==> config.mk <==
export PLATFORM = sky130hd
export DESIGN_NAME = ibex_cheri_cap_access_seq_flat
export DESIGN_NICKNAME = d
export VERILOG_FILES = /design/src/rtl/ibex_cheri_cap_access_seq_pkg.sv /design/src/rtl/ibex_cheri_cap_access_seq_if.sv /design/src/rtl/ibex_cheri_cap_access_seq.sv /design/src/flat_wrapper.sv
export SDC_FILE = /design/constraint.sdc
export NUM_CORES = 1
export LEC_CHECK = 0
export ABC_CLOCK_PERIOD_IN_PS = 2700
export BUFFER_PORTS_ARGS = -buffer_cell sky130_fd_sc_hd__buf_2
export CAP_MARGIN = 20
export CORE_MARGIN = 5
export CORE_UTILIZATION = 47
export CTS_CLUSTER_SIZE = 24
export DETAILED_ROUTE_END_ITERATION = 6
export PLACE_DENSITY = 0.75
export SYNTH_ARGS = -nofsm -noshare
export SYNTH_HDL_FRONTEND = slang
export SYNTH_SLANG_ARGS = --single-unit
==> constraint.sdc <==
create_clock -name clk_i -period 2.7 [get_ports clk_i]
set_clock_uncertainty 0.15 [all_clocks]
set_input_delay 0.27 -clock clk_i [delete_from_list [all_inputs] [get_ports clk_i]]
set_output_delay 0.27 -clock clk_i [all_outputs]
set_load 0.02 [all_outputs]
==> src/rtl/ibex_cheri_cap_access_seq_pkg.sv <==
// Shared types and constants for the capability access sequencer.
// Capabilities are moved as two bus words plus a tag; exception bits mirror the checker's encoding.
package ibex_cheri_cap_access_seq_pkg;

  localparam int unsigned CapAccessBytes = 8;
  localparam int unsigned CheriExcWidth  = 5;

  localparam logic [CheriExcWidth-1:0] CheriExcTag    = 5'b00001;
  localparam logic [CheriExcWidth-1:0] CheriExcSeal   = 5'b00010;
  localparam logic [CheriExcWidth-1:0] CheriExcPerm   = 5'b00100;
  localparam logic [CheriExcWidth-1:0] CheriExcLength = 5'b01000;
  localparam logic [CheriExcWidth-1:0] CheriExcAlign  = 5'b10000;

  typedef enum logic [2:0] {
    CS_IDLE    = 3'd0,
    CS_REQ_LO  = 3'd1,
    CS_WAIT_LO = 3'd2,
    CS_REQ_HI  = 3'd3,
    CS_WAIT_HI = 3'd4,
    CS_RESP    = 3'd5
  } cap_seq_state_e;

  function automatic logic cap_misaligned(input logic [31:0] addr);
    return addr[$clog2(CapAccessBytes)-1:0] != '0;
  endfunction

endpackage

==> src/rtl/ibex_cheri_cap_access_seq_if.sv <==
// LSU-side and data-bus-side signals of the capability access sequencer.
// master is the sequencer's view; slave is the view of the LSU/bus/checker around it.
interface ibex_cheri_cap_access_seq_if;
  import ibex_cheri_cap_access_seq_pkg::*;

  logic                     lsu_req_i;
  logic                     lsu_gnt_o;
  logic                     lsu_we_i;
  logic [31:0]              lsu_addr_i;
  logic [63:0]              lsu_wdata_i;
  logic                     lsu_wtag_i;
  logic                     lsu_rvalid_o;
  logic [63:0]              lsu_rdata_o;
  logic                     lsu_rtag_o;
  logic                     lsu_err_o;
  logic [CheriExcWidth-1:0] lsu_cheri_exc_o;
  logic                     data_req_o;
  logic                     data_gnt_i;
  logic                     data_rvalid_i;
  logic [31:0]              data_addr_o;
  logic                     data_we_o;
  logic [3:0]               data_be_o;
  logic [31:0]              data_wdata_o;
  logic                     data_wtag_o;
  logic [31:0]              data_rdata_i;
  logic                     data_rtag_i;
  logic                     data_err_i;
  logic                     chk_first_access_o;
  logic [CheriExcWidth-1:0] chk_exc_i;
  logic                     busy_o;

  modport master (
    input  lsu_req_i, lsu_we_i, lsu_addr_i, lsu_wdata_i, lsu_wtag_i,
           data_gnt_i, data_rvalid_i, data_rdata_i, data_rtag_i, data_err_i, chk_exc_i,
    output lsu_gnt_o, lsu_rvalid_o, lsu_rdata_o, lsu_rtag_o, lsu_err_o, lsu_cheri_exc_o,
           data_req_o, data_addr_o, data_we_o, data_be_o, data_wdata_o, data_wtag_o,
           chk_first_access_o, busy_o
  );

  modport slave (
    output lsu_req_i, lsu_we_i, lsu_addr_i, lsu_wdata_i, lsu_wtag_i,
           data_gnt_i, data_rvalid_i, data_rdata_i, data_rtag_i, data_err_i, chk_exc_i,
    input  lsu_gnt_o, lsu_rvalid_o, lsu_rdata_o, lsu_rtag_o, lsu_err_o, lsu_cheri_exc_o,
           data_req_o, data_addr_o, data_we_o, data_be_o, data_wdata_o, data_wtag_o,
           chk_first_access_o, busy_o
  );

endinterface

==> src/rtl/ibex_cheri_cap_access_seq.sv <==
// Splits one capability load/store into two 32-bit bus transactions (low word first)
// and returns a single merged 64-bit + tag response to the LSU.
module ibex_cheri_cap_access_seq
  import ibex_cheri_cap_access_seq_pkg::*;
#(
  parameter int unsigned CapMemWidth = 64,
  parameter int unsigned BusWidth    = 32
) (
  input logic                         clk_i,
  input logic                         rst_ni,
  ibex_cheri_cap_access_seq_if.master bus
);

  if (CapMemWidth != 2 * BusWidth) begin : g_width_check
    $error("CapMemWidth must be exactly twice BusWidth");
  end

  cap_seq_state_e           state_q, state_d;
  logic                     we_q;
  logic [31:0]              addr_q;
  logic [CapMemWidth-1:0]   wdata_q;
  logic                     wtag_q;
  logic [BusWidth-1:0]      rdata_lo_q, rdata_hi_q;
  logic                     rtag_lo_q, rtag_hi_q;
  logic [CheriExcWidth-1:0] exc_q;
  logic                     err_q;

  logic                     capture, latch_lo, latch_hi, fault;
  logic                     lsu_gnt, lsu_rvalid, lsu_rtag, lsu_err;
  logic [CapMemWidth-1:0]   lsu_rdata;
  logic [CheriExcWidth-1:0] lsu_exc;
  logic                     data_req, data_we, data_wtag, chk_first;
  logic [31:0]              data_addr;
  logic [BusWidth-1:0]      data_wdata;
  logic [3:0]               data_be;

  // A faulting access never exposes partially loaded data or a tag.
  assign fault = err_q | (|exc_q);

  always_comb begin
    state_d    = state_q;
    capture    = 1'b0;
    latch_lo   = 1'b0;
    latch_hi   = 1'b0;
    lsu_gnt    = 1'b0;
    lsu_rvalid = 1'b0;
    lsu_rdata  = '0;
    lsu_rtag   = 1'b0;
    lsu_err    = 1'b0;
    lsu_exc    = '0;
    data_req   = 1'b0;
    data_addr  = '0;
    data_we    = 1'b0;
    data_be    = 4'h0;
    data_wdata = '0;
    data_wtag  = 1'b0;
    chk_first  = 1'b0;

    unique case (state_q)
      CS_IDLE: begin
        lsu_gnt = bus.lsu_req_i & rst_ni;
        if (lsu_gnt) begin
          capture = 1'b1;
          state_d = cap_misaligned(bus.lsu_addr_i) ? CS_RESP : CS_REQ_LO;
        end
      end
      CS_REQ_LO: begin
        data_req   = 1'b1;
        data_addr  = addr_q;
        data_we    = we_q;
        data_be    = 4'hF;
        data_wdata = wdata_q[BusWidth-1:0];
        data_wtag  = wtag_q;
        chk_first  = 1'b1;
        if (bus.data_gnt_i) state_d = CS_WAIT_LO;
      end
      CS_WAIT_LO: begin
        if (bus.data_rvalid_i) begin
          latch_lo = 1'b1;
          state_d  = ((|bus.chk_exc_i) || bus.data_err_i) ? CS_RESP : CS_REQ_HI;
        end
      end
      CS_REQ_HI: begin
        data_req   = 1'b1;
        data_addr  = addr_q + 32'd4;
        data_we    = we_q;
        data_be    = 4'hF;
        data_wdata = wdata_q[CapMemWidth-1:BusWidth];
        data_wtag  = wtag_q;
        if (bus.data_gnt_i) state_d = CS_WAIT_HI;
      end
      CS_WAIT_HI: begin
        if (bus.data_rvalid_i) begin
          latch_hi = 1'b1;
          state_d  = CS_RESP;
        end
      end
      CS_RESP: begin
        lsu_rvalid = 1'b1;
        lsu_rdata  = fault ? '0 : {rdata_hi_q, rdata_lo_q};
        lsu_rtag   = fault ? 1'b0 : (rtag_lo_q & rtag_hi_q);
        lsu_err    = err_q;
        lsu_exc    = exc_q;
        state_d    = CS_IDLE;
      end
      default: state_d = CS_IDLE;
    endcase
  end

  always_ff @(posedge clk_i or negedge rst_ni) begin
    if (!rst_ni) begin
      state_q    <= CS_IDLE;
      we_q       <= 1'b0;
      addr_q     <= '0;
      wdata_q    <= '0;
      wtag_q     <= 1'b0;
      rdata_lo_q <= '0;
      rdata_hi_q <= '0;
      rtag_lo_q  <= 1'b0;
      rtag_hi_q  <= 1'b0;
      exc_q      <= '0;
      err_q      <= 1'b0;
    end else begin
      state_q <= state_d;
      if (capture) begin
        we_q       <= bus.lsu_we_i;
        addr_q     <= bus.lsu_addr_i;
        wdata_q    <= bus.lsu_wdata_i;
        wtag_q     <= bus.lsu_wtag_i;
        err_q      <= cap_misaligned(bus.lsu_addr_i);
        exc_q      <= '0;
        rdata_lo_q <= '0;
        rdata_hi_q <= '0;
        rtag_lo_q  <= 1'b0;
        rtag_hi_q  <= 1'b0;
      end
      if (latch_lo) begin
        rdata_lo_q <= bus.data_rdata_i;
        rtag_lo_q  <= bus.data_rtag_i;
        exc_q      <= bus.chk_exc_i;
        err_q      <= bus.data_err_i;
      end
      if (latch_hi) begin
        rdata_hi_q <= bus.data_rdata_i;
        rtag_hi_q  <= bus.data_rtag_i;
        err_q      <= err_q | bus.data_err_i;
      end
    end
  end

  assign bus.lsu_gnt_o          = lsu_gnt;
  assign bus.lsu_rvalid_o       = lsu_rvalid;
  assign bus.lsu_rdata_o        = lsu_rdata;
  assign bus.lsu_rtag_o         = lsu_rtag;
  assign bus.lsu_err_o          = lsu_err;
  assign bus.lsu_cheri_exc_o    = lsu_exc;
  assign bus.data_req_o         = data_req;
  assign bus.data_addr_o        = data_addr;
  assign bus.data_we_o          = data_we;
  assign bus.data_be_o          = data_be;
  assign bus.data_wdata_o       = data_wdata;
  assign bus.data_wtag_o        = data_wtag;
  assign bus.chk_first_access_o = chk_first;
  assign bus.busy_o             = (state_q != CS_IDLE);

  // A bus response is only meaningful while a word is outstanding.
  a_rvalid_when_waiting: assert property (@(posedge clk_i) disable iff (!rst_ni)
    bus.data_rvalid_i |-> (state_q == CS_WAIT_LO || state_q == CS_WAIT_HI));

endmodule
==> src/flat_wrapper.sv <==
// flat-port wrapper written by rule: the top's interface ports become plain ports
module ibex_cheri_cap_access_seq_flat import ibex_cheri_cap_access_seq_pkg::*;
#(
  parameter int unsigned CapMemWidth = 64,
  parameter int unsigned BusWidth    = 32
)
  (clk_i, rst_ni, bus_lsu_req_i, bus_lsu_we_i, bus_lsu_addr_i, bus_lsu_wdata_i, bus_lsu_wtag_i, bus_data_gnt_i, bus_data_rvalid_i, bus_data_rdata_i, bus_data_rtag_i, bus_data_err_i, bus_chk_exc_i, bus_lsu_gnt_o, bus_lsu_rvalid_o, bus_lsu_rdata_o, bus_lsu_rtag_o, bus_lsu_err_o, bus_lsu_cheri_exc_o, bus_data_req_o, bus_data_addr_o, bus_data_we_o, bus_data_be_o, bus_data_wdata_o, bus_data_wtag_o, bus_chk_first_access_o, bus_busy_o);
  ibex_cheri_cap_access_seq_if bus_i ();
  input logic clk_i;
  input logic rst_ni;
  input wire logic [$bits(bus_i.lsu_req_i)-1:0] bus_lsu_req_i;
  input wire logic [$bits(bus_i.lsu_we_i)-1:0] bus_lsu_we_i;
  input wire logic [$bits(bus_i.lsu_addr_i)-1:0] bus_lsu_addr_i;
  input wire logic [$bits(bus_i.lsu_wdata_i)-1:0] bus_lsu_wdata_i;
  input wire logic [$bits(bus_i.lsu_wtag_i)-1:0] bus_lsu_wtag_i;
  input wire logic [$bits(bus_i.data_gnt_i)-1:0] bus_data_gnt_i;
  input wire logic [$bits(bus_i.data_rvalid_i)-1:0] bus_data_rvalid_i;
  input wire logic [$bits(bus_i.data_rdata_i)-1:0] bus_data_rdata_i;
  input wire logic [$bits(bus_i.data_rtag_i)-1:0] bus_data_rtag_i;
  input wire logic [$bits(bus_i.data_err_i)-1:0] bus_data_err_i;
  input wire logic [$bits(bus_i.chk_exc_i)-1:0] bus_chk_exc_i;
  output wire logic [$bits(bus_i.lsu_gnt_o)-1:0] bus_lsu_gnt_o;
  output wire logic [$bits(bus_i.lsu_rvalid_o)-1:0] bus_lsu_rvalid_o;
  output wire logic [$bits(bus_i.lsu_rdata_o)-1:0] bus_lsu_rdata_o;
  output wire logic [$bits(bus_i.lsu_rtag_o)-1:0] bus_lsu_rtag_o;
  output wire logic [$bits(bus_i.lsu_err_o)-1:0] bus_lsu_err_o;
  output wire logic [$bits(bus_i.lsu_cheri_exc_o)-1:0] bus_lsu_cheri_exc_o;
  output wire logic [$bits(bus_i.data_req_o)-1:0] bus_data_req_o;
  output wire logic [$bits(bus_i.data_addr_o)-1:0] bus_data_addr_o;
  output wire logic [$bits(bus_i.data_we_o)-1:0] bus_data_we_o;
  output wire logic [$bits(bus_i.data_be_o)-1:0] bus_data_be_o;
  output wire logic [$bits(bus_i.data_wdata_o)-1:0] bus_data_wdata_o;
  output wire logic [$bits(bus_i.data_wtag_o)-1:0] bus_data_wtag_o;
  output wire logic [$bits(bus_i.chk_first_access_o)-1:0] bus_chk_first_access_o;
  output wire logic [$bits(bus_i.busy_o)-1:0] bus_busy_o;
  assign bus_i.lsu_req_i = bus_lsu_req_i;
  assign bus_i.lsu_we_i = bus_lsu_we_i;
  assign bus_i.lsu_addr_i = bus_lsu_addr_i;
  assign bus_i.lsu_wdata_i = bus_lsu_wdata_i;
  assign bus_i.lsu_wtag_i = bus_lsu_wtag_i;
  assign bus_i.data_gnt_i = bus_data_gnt_i;
  assign bus_i.data_rvalid_i = bus_data_rvalid_i;
  assign bus_i.data_rdata_i = bus_data_rdata_i;
  assign bus_i.data_rtag_i = bus_data_rtag_i;
  assign bus_i.data_err_i = bus_data_err_i;
  assign bus_i.chk_exc_i = bus_chk_exc_i;
  assign bus_lsu_gnt_o = bus_i.lsu_gnt_o;
  assign bus_lsu_rvalid_o = bus_i.lsu_rvalid_o;
  assign bus_lsu_rdata_o = bus_i.lsu_rdata_o;
  assign bus_lsu_rtag_o = bus_i.lsu_rtag_o;
  assign bus_lsu_err_o = bus_i.lsu_err_o;
  assign bus_lsu_cheri_exc_o = bus_i.lsu_cheri_exc_o;
  assign bus_data_req_o = bus_i.data_req_o;
  assign bus_data_addr_o = bus_i.data_addr_o;
  assign bus_data_we_o = bus_i.data_we_o;
  assign bus_data_be_o = bus_i.data_be_o;
  assign bus_data_wdata_o = bus_i.data_wdata_o;
  assign bus_data_wtag_o = bus_i.data_wtag_o;
  assign bus_chk_first_access_o = bus_i.chk_first_access_o;
  assign bus_busy_o = bus_i.busy_o;
  ibex_cheri_cap_access_seq #(.CapMemWidth(CapMemWidth), .BusWidth(BusWidth)) u_core (.clk_i(clk_i), .rst_ni(rst_ni), .bus(bus_i));
endmodule
* Yosys cells after proc, flatten, opt, wreduce, memory -nomap -nowiden
Cells that the tools add are included.
Storage, ports and cells: flip-flop bits (word level) 173, logic and storage cells 76, input bits 142, output and inout port bits 146
Cells by class: reduce and logical (&&, ||, !) cells 11, multiplexer cells 39, bitwise gates (word level) 4, eq/ne operators 10, add/subtract/negate cells 1
Operators with widths (number):
- 64-bit two-way mux | 2
- 32-bit one-hot mux with 2 select lines | 2
- 32-bit two-way mux | 3
- 32-bit by 3-bit adder with 32-bit output, second input constant | 1
- 3-bit two-way mux | 7
- 1-bit two-way mux | 20
- 5-bit two-way mux | 3
- 3-bit one-hot mux with 5 select lines | 1
- 5-bit OR reduction | 2
- 3-bit nonzero test | 3
- 2-bit != test, second input constant | 4
- 3-bit by 2-bit equality test with 1-bit output, second input constant | 2
- 3-bit equality test, second input constant | 2
- 5-bit AND reduction | 1
- 4-bit two-way mux | 1
- 2-bit nonzero test | 2
- 3-bit by 1-bit equality test with 1-bit output, second input constant | 1
- 3-bit logical NOT | 1
- 1-bit AND | 2
- 2-bit by 1-bit != test with 1-bit output, second input constant | 1
- 1-bit bitwise OR | 2
- 2-bit OR reduction | 1
- 1-bit logical OR | 1

* Depth between registers and ports, before layout
depth in word-level cells 6, depth in mapped cells 7, mapped depth without buffers 5

* Worst setup path before layout
OpenSTA, ideal clock, no wires.
kind reg2out, start reg u_core.addr_q[11], end out bus_data_addr_o[24], slack 360 ps, buffers on the path 2, required time 2280 ps, cell stages (with the launch flop) 6, data arrival time 1920 ps, path through dfrtp_1 nand3_2 or2_1 buf_6 clkbuf_1 o41ai_1
Between the ends: longest elaborated chain between the ends 2
Ends and longest elaborated chain:
- start, declared | RTL line ibex_cheri_cap_access_seq.sv:20 | logic [31:0] addr_q;
- start signal, assigned | RTL line ibex_cheri_cap_access_seq.sv:127 | addr_q <= bus.lsu_addr_i;
- 32-bit by 3-bit adder with 32-bit output | RTL line ibex_cheri_cap_access_seq.sv:85 | data_addr = addr_q + 32'd4;
- 32-bit one-hot mux with 2 select lines | RTL line ibex_cheri_cap_access_seq.sv:59 | unique case (state_q)
- end, declared | RTL line flat_wrapper.sv:29 | output wire logic [$bits(bus_i.data_addr_o)-1:0] bus_data_addr_o;
Every way passes these cells.

* Worst setup path after layout
start reg u_core.addr_q[6], end out bus_data_addr_o[25]
The elaborated chain is that of the path after synthesis.

==> results <==
- The flow ran to the end, and the final reports show no timing, DRC or antenna violations.
- The largest net degree at the start of global routing is 98.
- Sequential elements use 50.38% of the synthesized area.
- The first global-routing pass estimated 44300 µm of wire.
- The unique cell type count in the Yosys netlist is 46.
- In the final layout, the multi-input gates occupy 0.004014 mm².
- The number of global-route vias before repair was 8496.
- Port buffering added 287 buffers.
- At the end of routability-driven placement, the weighted congestion stood at 0.8636.
- The clock transition at the register clock pins on the worst setup and hold paths after CTS is 0.06 ns.
- The detailed placement HPWL is 17090 µm.
- The number of vias in the routed layout is 8064.
- The number of top-level pins is 288.
- The largest incremental delay on the critical path is 0.47 ns.
- The number of nets produced by synthesis is 1006.
- Of the total synthesized cell area, the portion taken by XOR and XNOR cells is 1.121%.
- The relative max-transition margin is 43.09%.
- The total DRC errors in the routed layout is 0.
- The horizontal extent of the die is 145.2 µm.
- The worst path uses 98.55% of the clock period.
- In the synthesized netlist the async set-or-reset flop fraction comes to 100.0%.
- The number of antenna violations at the first check in global routing came to 4.
- Setup repair after global routing could not meet its margin everywhere.
- The final period demand of the worst path is 2.661 ns.
- The count of maximum capacitance violations is 0.
- The total die area is 0.02109 mm².
- The signal on the critical path passes through and3_1 > nand4_1 > buf_4 > or4_4 > a21oi_1 > buf_4.
- The total wire length is 27130 µm.
- The maximum fanout encountered on the critical timing path is 11.
- The die is 145.2 µm tall.
- The remaining global-route overflow is 0.
- Counting along the longest clock path gives a buffer depth of 2.
- The synthesized netlist devotes 20.21% of its cell area to simple gates.
- By instance count, the cell type seen most on the critical path is sky130_fd_sc_hd__buf_4.
- The critical path capture point type is an output port.
- The number of max-slew violations in the final report is 0.
- For this design, the slowest cell found on the critical path is sky130_fd_sc_hd__or4_4.
- The worst endpoint data arrival time is 2.24 ns.
- For the worst-skew pair, the clock arrives at the later sink with an insertion delay of 0.41 ns.
- The fraction of layout instances using a drive strength above 1 is 36.31%.
- The multiplexer share of the synthesized area is 16.39%.
- In the final routed layout, each cell accounts on average for 17.81 µm.
- Synthesis handed over a netlist of 863 instances.
- For this run, the detailed router's first-pass iteration total came to 5.
- The pre-CTS setup slack is 0.2096 ns.
- The cell family with the largest share of critical-path delay is simple AND/OR/NAND/NOR gates.
- The share of the synthesized area in compound gates (AO/OA/AOI/OAI) is 7.921%.
- The number of clock buffers added by TritonCTS is 17.
- Once detail routing completed, the nets flagged for antenna violations numbered 0.
- The floorplan has 49 rows.
- After floorplanning, the core was sized to cover 0.01796 mm².
- The violation count after the first detailed-route iteration is 563.
- The Yosys step of the flow raised 0 warnings.
- The number of enable-type register cells in the synthesized netlist is 0.
- A synthesized cell averages 9.957 µm².
- The growth of design area from synthesis to finish is 44.95%.
- The register area is 0.004335 mm².
- The type of the setup path with the least slack is reg2out.
- The highest attainable clock frequency is 375.8 MHz.
- CTS built an H-tree with a depth of 4.
- The net total in the final layout is 1419.
- The synthesized design contains 173 register bits.
- For the pin with the worst max-slew slack, the measured transition is 0.8536 ns.
- STA puts the critical path data required time at 2.28 ns.
- In this run the power density over the cells is 950.6 mW/mm².
- The initial cell density of the core is 47.84%.
- The path class of the lowest-slack min-delay path is in2reg.
- The post-layout worst setup margin is 0.03918 ns.
- The fill cell total of the finished layout is 1300.
- The worst setup path is launched from a flop.
- The worst hold margin is 0.02416 ns.
- The summed instance area of the synthesized netlist is 0.008593 mm².
- The root buffer cell is sky130_fd_sc_hd__clkbuf_16.
- The CTS tree is done.
- In the synthesized netlist the dominant register cell turns out to be sky130_fd_sc_hd__dfrtp_1.
- The static leakage is 0.005872 µW.
- In the routed layout, each cell is associated on average with a via count of 5.295.
- The number of setup violations in the final report is 0.
- The number of buffers and inverters on the critical path is 2.
- The number of sinks driven by the clock tree is 173.
- After Yosys synthesis, full adders, half adders and majority gates account for 0.1456% of the synthesized area.
- The worst-case IR drop observed on VDD is 0.0005005 V.
- Global routing used 25.11% of the available tracks across all layers.
- After synthesis, the largest family of logic cells by area is simple AND/OR/NAND/NOR gates.
- The final-report hold violation count is 0.
## power by group
group	internal, µW	leakage, µW	switching [µW]
Sequential	3870	0.00215	898
Combinational	2050	0.00343	2430
Clock	1480	0.000295	1100
Total	7410	0.00587	4430
## registers in the layout, summed over array words and instances, names as in the netlist
signal             count
u_core.we_q            1
u_core.rdata_hi_q     32
u_core.exc_q           5
u_core.wdata_q        64
u_core.wtag_q          1
u_core.state_q         3
u_core.addr_q         32
u_core.rdata_lo_q     32
u_core.rtag_lo_q       1
u_core.err_q           1
u_core.rtag_hi_q       1
## layer usage
| metal | share of wire, % | vias to the layer above | track usage, % |
|---|---|---|---|
| li1 | - | 3782 | - |
| met1 | 41 | 3884 | 32.41 |
| met2 | 49 | 338 | 40.96 |
| met3 | 7.4 | 60 | 6.735 |
| met4 | 2.8 | 0 | 8.909 |
| met5 | 0 | - | 0 |
## cells in the mapped netlist, types with 2 or more instances
cell | instances | area share, %
sky130_fd_sc_hd__clkbuf_1 | 32 | 1.4
sky130_fd_sc_hd__nor4_1 | 4 | 0.29
sky130_fd_sc_hd__nor3_2 | 2 | 0.23
sky130_fd_sc_hd__xnor2_1 | 5 | 0.51
sky130_fd_sc_hd__o21ai_0 | 81 | 4.7
sky130_fd_sc_hd__dfrtp_1 | 173 | 50
sky130_fd_sc_hd__nand3b_1 | 2 | 0.17
sky130_fd_sc_hd__mux2i_1 | 35 | 4.1
sky130_fd_sc_hd__and4_1 | 6 | 0.61
sky130_fd_sc_hd__a21oi_1 | 19 | 1.1
sky130_fd_sc_hd__inv_1 | 5 | 0.22
sky130_fd_sc_hd__and3_1 | 3 | 0.22
sky130_fd_sc_hd__buf_1 | 2 | 0.087
sky130_fd_sc_hd__and2_1 | 76 | 5.5
sky130_fd_sc_hd__nor3_1 | 3 | 0.17
sky130_fd_sc_hd__nand2b_1 | 3 | 0.22
sky130_fd_sc_hd__xor2_1 | 6 | 0.61
sky130_fd_sc_hd__a211oi_1 | 2 | 0.17
sky130_fd_sc_hd__or4_1 | 10 | 0.87
sky130_fd_sc_hd__o41ai_1 | 3 | 0.31
sky130_fd_sc_hd__nor2_1 | 52 | 2.3
sky130_fd_sc_hd__mux2_2 | 94 | 12
sky130_fd_sc_hd__buf_2 | 20 | 1.2
sky130_fd_sc_hd__nand3_1 | 11 | 0.64
sky130_fd_sc_hd__o22a_1 | 2 | 0.20
sky130_fd_sc_hd__nand4_1 | 11 | 0.80
sky130_fd_sc_hd__o21a_1 | 2 | 0.17
sky130_fd_sc_hd__o31ai_1 | 9 | 0.79
sky130_fd_sc_hd__or3_1 | 5 | 0.36
sky130_fd_sc_hd__nand2_1 | 161 | 7.0
sky130_fd_sc_hd__buf_4 | 9 | 0.79
## repair_timing
item,in CTS,in global routing
hold buffers,138,0
buffers inserted,4,7
resized for setup,6,18
pin swaps,1,4
setup endpoints to repair,15,70
endpoints found under the hold margin,277,0
gates cloned,0,3
## through the flow
step	std cells	total power [µW]	util [%]	setup TNS, ns	cell area, µm²
after floorplan	863	7501	-	0	8593
after detailed placement	1334	8855	57.13	0	10260
after global placement	1334	8652	57.13	0	10260
final	1523	11840	69.34	0	12460
after global routing	1522	12610	69.33	-0.3662	12450
after CTS	1508	11650	68.52	0	12310
## kinds of logic after synthesis
logic type	count (synthesis)
flip-flops	173
adder cells (fa/ha/maj)	1
AND/OR/NAND/NOR	356
XOR/XNOR	11
AO/OA/AOI/OAI	123
multiplexers	129
buffers and inverters	70
## worst paths after layout
kind                                                endpoint                           from  cells past startpoint  slack (ns)
min in group asynchronous       u_core.rtag_lo_q$_DFFE_PN0P_                         rst_ni                      2        0.09
min reg2reg                     u_core.addr_q[1]$_DFFE_PN0P_   u_core.addr_q[1]$_DFFE_PN0P_                      1        0.35
min                             u_core.addr_q[2]$_DFFE_PN0P_              bus_lsu_addr_i[2]                      2        0.02
max                                      bus_data_addr_o[25]   u_core.addr_q[6]$_DFFE_PN0P_                      6        0.04
max in group asynchronous  u_core.rdata_lo_q[28]$_DFFE_PN0P_                         rst_ni                      3        1.23
max reg2reg                   u_core.wdata_q[62]$_DFFE_PN0P_  u_core.state_q[2]$_DFFE_PN0P_                      5        0.59
## area by class of cell
class,count,share of cell area [%]
Sequential cell,173,34.81
Clock inverter,14,1.426
Tap cell,229,2.300
Antenna cell,5,0.1005
Timing Repair Buffer,456,25.51
Multi-Input combinational cell,622,32.23
Inverter,6,0.1808
Clock buffer,18,3.446
## placed cells by master, fill, tap and decap left out, types with 8 or more instances in the layout
| cell type | netlist | layout |
|---|---|---|
| sky130_fd_sc_hd__mux2_2 | 94 | 94 |
| sky130_fd_sc_hd__a21oi_1 | 19 | 19 |
| sky130_fd_sc_hd__o21ai_0 | 81 | 81 |
| sky130_fd_sc_hd__clkbuf_16 | 0 | 18 |
| sky130_fd_sc_hd__dfrtp_1 | 173 | 168 |
| sky130_fd_sc_hd__nand2_1 | 161 | 161 |
| sky130_fd_sc_hd__nand4_1 | 11 | 11 |
| sky130_fd_sc_hd__dlygate4sd3_1 | 0 | 138 |
| sky130_fd_sc_hd__or4_1 | 10 | 8 |
| sky130_fd_sc_hd__buf_4 | 9 | 27 |
| sky130_fd_sc_hd__nor2_1 | 52 | 52 |
| sky130_fd_sc_hd__nand3_1 | 11 | 10 |
| sky130_fd_sc_hd__o31ai_1 | 9 | 9 |
| sky130_fd_sc_hd__and2_1 | 76 | 76 |
| sky130_fd_sc_hd__mux2i_1 | 35 | 35 |
| sky130_fd_sc_hd__buf_2 | 20 | 281 |
(Power assumes the default switching activity.)
